==> src/rtl/intersection_traffic_model.sv <==
// Five-lane intersection traffic model: per-lane car queues driven by the
// controller's light colours, sensors back to the controller, and sticky
// checks for queue overflow, conflicting non-red lanes and illegal colour
// sequences.
// Optional feature macro: TRAFFIC_YELLOW_GO_EN (cars also depart on yellow).
// Light encoding: 2'b00 red, 2'b01 yellow, 2'b10 green; 2'b11 is treated as red.
// Lane order in every vector: [0]=ES, [1]=WS, [2]=EL, [3]=WL, [4]=NS.

module intersection_lane #(
    parameter int QMAX = 15,
    parameter int CW   = 4
) (
    input  logic          clk,
    input  logic          reset,
    input  logic          en,
    input  logic [1:0]    light,
    input  logic          arrive,
    output logic [CW-1:0] q,
    output logic          depart,
    output logic          ovf_ev,
    output logic          seq_ev
);
    localparam logic [1:0]    C_YEL  = 2'b01;
    localparam logic [1:0]    C_GRN  = 2'b10;
    localparam logic [CW-1:0] Q_FULL = CW'(QMAX);

    typedef enum logic [1:0] {PH_RED, PH_GRN, PH_YEL1, PH_YELN} phase_t;

    phase_t        ph, ph_nxt;
    logic [CW-1:0] q_nxt;
    logic          is_grn, is_yel, go;

    assign is_grn = (light == C_GRN);
    assign is_yel = (light == C_YEL);
`ifdef TRAFFIC_YELLOW_GO_EN
    assign go = is_grn | is_yel;
`else
    assign go = is_grn;
`endif
    assign depart = go && (q != '0);

    // Queue next value; an arrival and a departure in the same cycle cancel.
    always_comb begin
        q_nxt  = q;
        ovf_ev = 1'b0;
        if (arrive && !depart) begin
            if (q == Q_FULL) ovf_ev = 1'b1;
            else             q_nxt  = q + CW'(1);
        end else if (!arrive && depart) begin
            q_nxt = q - CW'(1);
        end
    end

    // Phase checker: track the colour sequence and flag illegal transitions.
    always_comb begin
        ph_nxt = ph;
        seq_ev = 1'b0;
        case (ph)
            PH_RED: begin
                if (is_grn) ph_nxt = PH_GRN;
                else if (is_yel) begin seq_ev = 1'b1; ph_nxt = PH_YEL1; end
            end
            PH_GRN: begin
                if (is_yel) ph_nxt = PH_YEL1;
                else if (!is_grn) begin seq_ev = 1'b1; ph_nxt = PH_RED; end
            end
            PH_YEL1: begin
                // Yellow must last at least two cycles.
                if (is_yel) ph_nxt = PH_YELN;
                else begin
                    seq_ev = 1'b1;
                    ph_nxt = is_grn ? PH_GRN : PH_RED;
                end
            end
            PH_YELN: begin
                if (is_grn) begin seq_ev = 1'b1; ph_nxt = PH_GRN; end
                else if (!is_yel) ph_nxt = PH_RED;
            end
            default: ph_nxt = PH_RED;
        endcase
    end

    // Queue and phase registers; frozen until the synchronized reset release.
    always_ff @(posedge clk or negedge reset) begin
        if (!reset) begin
            q  <= '0;
            ph <= PH_RED;
        end else if (en) begin
            q  <= q_nxt;
            ph <= ph_nxt;
        end
    end
endmodule

==> config.mk <==
export PLATFORM = sky130hd
export DESIGN_NAME = intersection_lane
export DESIGN_NICKNAME = d
export VERILOG_FILES = /design/src/rtl/intersection_traffic_model.sv
export SDC_FILE = /design/constraint.sdc
export NUM_CORES = 1
export LEC_CHECK = 0
export CAP_MARGIN = 20
export CELL_PAD_IN_SITES_DETAIL_PLACEMENT = 1
export CELL_PAD_IN_SITES_GLOBAL_PLACEMENT = 1
export CORE_MARGIN = 2
export CORE_UTILIZATION = 37
export CTS_BUF_LIST = sky130_fd_sc_hd__clkbuf_2 sky130_fd_sc_hd__clkbuf_4 sky130_fd_sc_hd__clkbuf_8
export DETAILED_ROUTE_END_ITERATION = 8
export GPL_ROUTABILITY_DRIVEN = 0
export PLACE_DENSITY = 0.79
export SYNTH_ARGS = -nofsm -noshare
export SYNTH_HDL_FRONTEND = slang
export SYNTH_SLANG_ARGS = --single-unit
==> constraint.sdc <==
create_clock -name clk -period 2.8 [get_ports clk]
set_input_delay 0.56 -clock clk [delete_from_list [all_inputs] [get_ports clk]]
set_output_delay 0.56 -clock clk [all_outputs]
set_load 0.02 [all_outputs]
Word level (Yosys, flattened, before mapping). Cells that the tools add are included.

Output and inout port bits: 7. Register bits after elaboration: 6. Word-level logic and storage cells: 45.

Multiplexer cells: 21. Reductions and logical operators: 10. Add/subtract/negate cells: 2. Equality and inequality tests: 10.

Operator list (count): two-way mux 2 bit (7); two-way mux 4 bit (3); two-way mux 1 bit (9); != test 3 bit, second input constant (3); one-hot mux 2 bit (4 select lines) (1); equality test 2 bit, second input constant (3); adder 4 x 1 -> 4 bit, second input constant (1); equality test 2 x 1 -> 1 bit, second input constant (2); equality test 4 bit, second input constant (1); one-hot mux 1 bit (4 select lines) (1); AND reduction 4 bit (1); nonzero test 4 bit (1); subtractor 4 x 1 -> 4 bit, second input constant (1); logical AND 1 bit (3); AND reduction 3 bit (1); zero test 1 bit (2); zero test 2 bit (1); != test 2 bit, second input constant (1); nonzero test 2 bit (1).

Longest topological paths before layout.
Depth after elaboration: 6. Gate-level depth with buffers: 9. Gate-level depth less buffers: 9.

Least setup slack after synthesis. OpenSTA, ideal clock, no wires.

Path kind: register to register. Start: register q[0]. End: register q[3]. Data required time: 2.720 ns. Arrival: 2.413 ns. Buffers on the path: 0. Path slack: 0.307 ns. Clock period less this slack: 2.493 ns. Stages on the path, launching flop included: 8. Path through: dfrtp_1 o41ai_2 nand2_1 ha_1 and3_1 or3_1 a211oi_2 xor2_1.

Longest elaborated chain between the ends: 6. Elaborated cells on any way between the ends: 14.

RTL lines: start: declaration (line 18) `output logic [CW-1:0] q,`; start signal: assignment (line 89) `q <= q_nxt;`; branches (longest 6 deep; another with subtractor 4 x 1 -> 4 bit).

Several ways; the timed one is not identified. The select of a mux whose other input is x is not followed. A chain may end at the register's enable or synchronous reset.

Worst setup path in the final report.
Start: input port light[1]. End: output port depart.

Longest elaborated chain between the ends: 2.

RTL lines: start: declaration (line 16) `input logic [1:0] light,`; equality test 2 bit (line 33) `assign is_grn = (light == C_GRN);`; logical AND 1 bit (line 40) `assign depart = go && (q != '0);`; end: declaration (line 19) `output logic depart,`.

No other way between the ends.

==> impl_results.md <==
* Max_cap viols at 0
* Tot GR Track Use at between 10% and 20%
* Crit-path max cell delay at between 500 and 600 ps
* Largest net degree at the start of global routing at 8
* Cells along the critical path: clkdlybuf4s50_1 -> ha_4 -> o41ai_2 -> buf_4 -> inv_2 -> clkdlybuf4s50_1
* # hold bufs at CTS at 0
* Multi-input gate area at about 370 µm²
* Pwr Density at a little under 900 nW/µm²
* Core area at roughly 1300 µm²
* WP data required at 2240 ps
* Syn Area/Cell at 10.5 µm²
* Fin crit share at between 90% and 100%
* Fillcell total at 138
* Crit path time final at roughly 2700 ps
* Final setup violation count at 0
* Starting Density at about two fifths
* Final net count at between 80 and 90
* CP startpoint kind: input pin
* TritonCTS Sinks at 6
* Fin cells at 86
* Layout cells sized above 1 at between 30% and 40%
* Port Buf Inserts at 12
* First drt pass iteration count at 3
* Initial antenna violation count at 0
* Max Slew Vio Count at 0
* # diodes at 0
* Area contributors post-synth: dfrtp_1 (30%), ha_1 (10%), xor2_1 (7.1%), mux2_4 (6.1%), fa_1 (4.0%)
* Root Buffer: clkbuf_4
* Layout Skew at roughly 14 ps
* CP most frequent cell: clkdlybuf4s50_1
* Pleak at around 0.00036 µW
* Dpl hpwl at 954 µm
* First-pass GRT wire length at 2010 µm
* Critical Path AT at around 2100 ps
* Core Rows at 13
* CTS tree: done
* Average routed wire per standard cell at around 16 µm
* Total number of yosys warnings at 0
* Vias per std cell at 5.41
* Post-synthesis sequential area ratio at a little under a third
* Worst Max-Slew Pin Slew at approximately 340 ps
* Insertion delay to the later sink of the worst-skew pair at approximately 260 ps
* Inst Count DP at a little over 80
* CTS H-Tree Depth at 1
* FMAX at between 300 and 400 MHz
* Die area at approximately 1600 µm²
* DRC at 0
* Largest area contributor in the netlist: dfrtp_1
* Register bit total from synthesis at 6
* Max Buffers Root-to-Sink at 2
* WL final at ~1300 µm
* Setup slack at placement at -262 ps
* Worst setup path class: in -> out
* Vias in the first global route at between 400 and 500
* Hold Vio Cnt, Final at 0
* Peak VDD IR at slightly below 500 µV
* Initial drt markers at 1
* Endpoint type of the worst setup path: primary output
* RSZ-0062 raised after global routing: false
* Synthesized area at about 500 µm²
* Most frequent cells in the layout: clkdlybuf4s50_1 (9), buf_4 (9), dfrtp_1 (6), xor2_1 (4)
* Height of the die at about 41 µm
* Register area at 150 µm²
* Status: complete, no violations
* Total gr overflow at 0
* Max-slew headroom at 77.6%
* CP Max Fanout at 5
* Critical-path top delay cell: clkdlybuf4s50_1
* Mapped Nets at between 50 and 60
* Chip Width at 40.6 µm
* Distinct cells, synth at 27
* CTS Buf Count at 3
* Ports at 13
* Layout area overhead at 53.3%
* Yosys top cell area share at between 30% and 40%
* Routed via count at between 400 and 500
* Worst setup margin at 99.3 ps
* Post-route ant nets at 0
* Clock Pin Slew Worst Setup and Hold Paths at ~60 ps
* Setup TNS at 0 ps
* Worst Hold Class: in -> async
* Synth Instances at 47
## layout make-up
type,instances,share of cell area [%]
multi-input combinational,37,48.1
timing repair buffer,21,24.7
sequential,6,19.8
clock buffer,3,2.97
tap,15,2.47
inverter,4,1.98
## metrics by stage
stage          hold slack [ps]  utilization, %  total power (µW)  cell area, µm²
5_1_grt                    537            59.9               738             759
3_5_place_dp               595            54.7               562             694
3_3_place_gp               548            54.7               549             694
6_report                   532            59.9               677             759
2_1_floorplan              264               -               399             495
4_1_cts                    550            56.9               643             722
## cell families (layout without fill, tap and decap cells)
group	after synthesis	in the layout	share of synthesized area, %
xor gates and xnor gates	4	4	7.07
AOI/OAI and AO/OA	12	12	18.9
DFF	6	6	30.3
muxes	4	4	10.4
adders and majority gates	5	5	14.1
and+or+nand+nor	12	12	16.2
buffers and inverters	4	28	3.03
## per-layer routing
| layer | GRT usage, % | vias up | part of all wire [%] |
|---|---|---|---|
| met5 | 0 | - | 0 |
| met4 | 15.0 | 0 | 3.1 |
| met3 | 1.67 | 4 | 3.7 |
| met2 | 34.1 | 13 | 53 |
| met1 | 21.8 | 223 | 40 |
| li1 | - | 225 | - |
## synth_stat cells (all sizes together)
master / n
a211oi: 1
a21o: 1
a21oi: 2
and2: 1
and3: 2
and4b: 1
dfrtp: 6
fa: 1
ha: 4
inv: 4
mux2: 3
mux2i: 1
nand2: 2
nor2: 3
nor3: 1
nor4: 1
o211ai: 1
o21a: 1
o21ai: 3
o311ai: 1
o41ai: 2
or3: 1
xor2: 4
## repair_timing
item / 4_1_cts / 5_1_grt
gates resized for setup: 2 / 7
endpoints found under the setup margin: 3 / 2
pin swaps: 2 / 3
buffers inserted: 1 / 0
## worst max-delay path: cells and delay by family
kind / cells / cell delay, ps
AO/OA/AOI/OAI: 1 / 80
adder cells (fa/ha/maj): 1 / 170
buffers and inverters: 4 / 1320
## power breakdown
group | leakage, µW | internal (µW) | switching, µW | total [µW]
registers | 0.0000727 | 125 | 83.5 | 209
clock network | 0.0000138 | 48.8 | 36.2 | 85.0
logic | 0.000272 | 215 | 168 | 383
total | 0.000358 | 389 | 288 | 677
## worst paths after layout
check / from / end / slack [ps] / depth (start not counted)
worst max-delay path: light[1] / depart / 100 / 6
worst min-delay path: reset / q[2] / 530 / 1
worst max register to register: q[0] / q[3] / 250 / 7
worst min register to register: ph[0] / ph[0] / 590 / 1
max in group asynchronous: reset / ph[1] / 2050 / 1
min in group clk: ph[0] / ph[0] / 590 / 1
## sequential cells by signal (all words and copies together), names as in the netlist
| signal | cells |
|---|---|
| ph | 2 |
| q | 4 |
No activity file was read; power rests on OpenSTA's default activity.
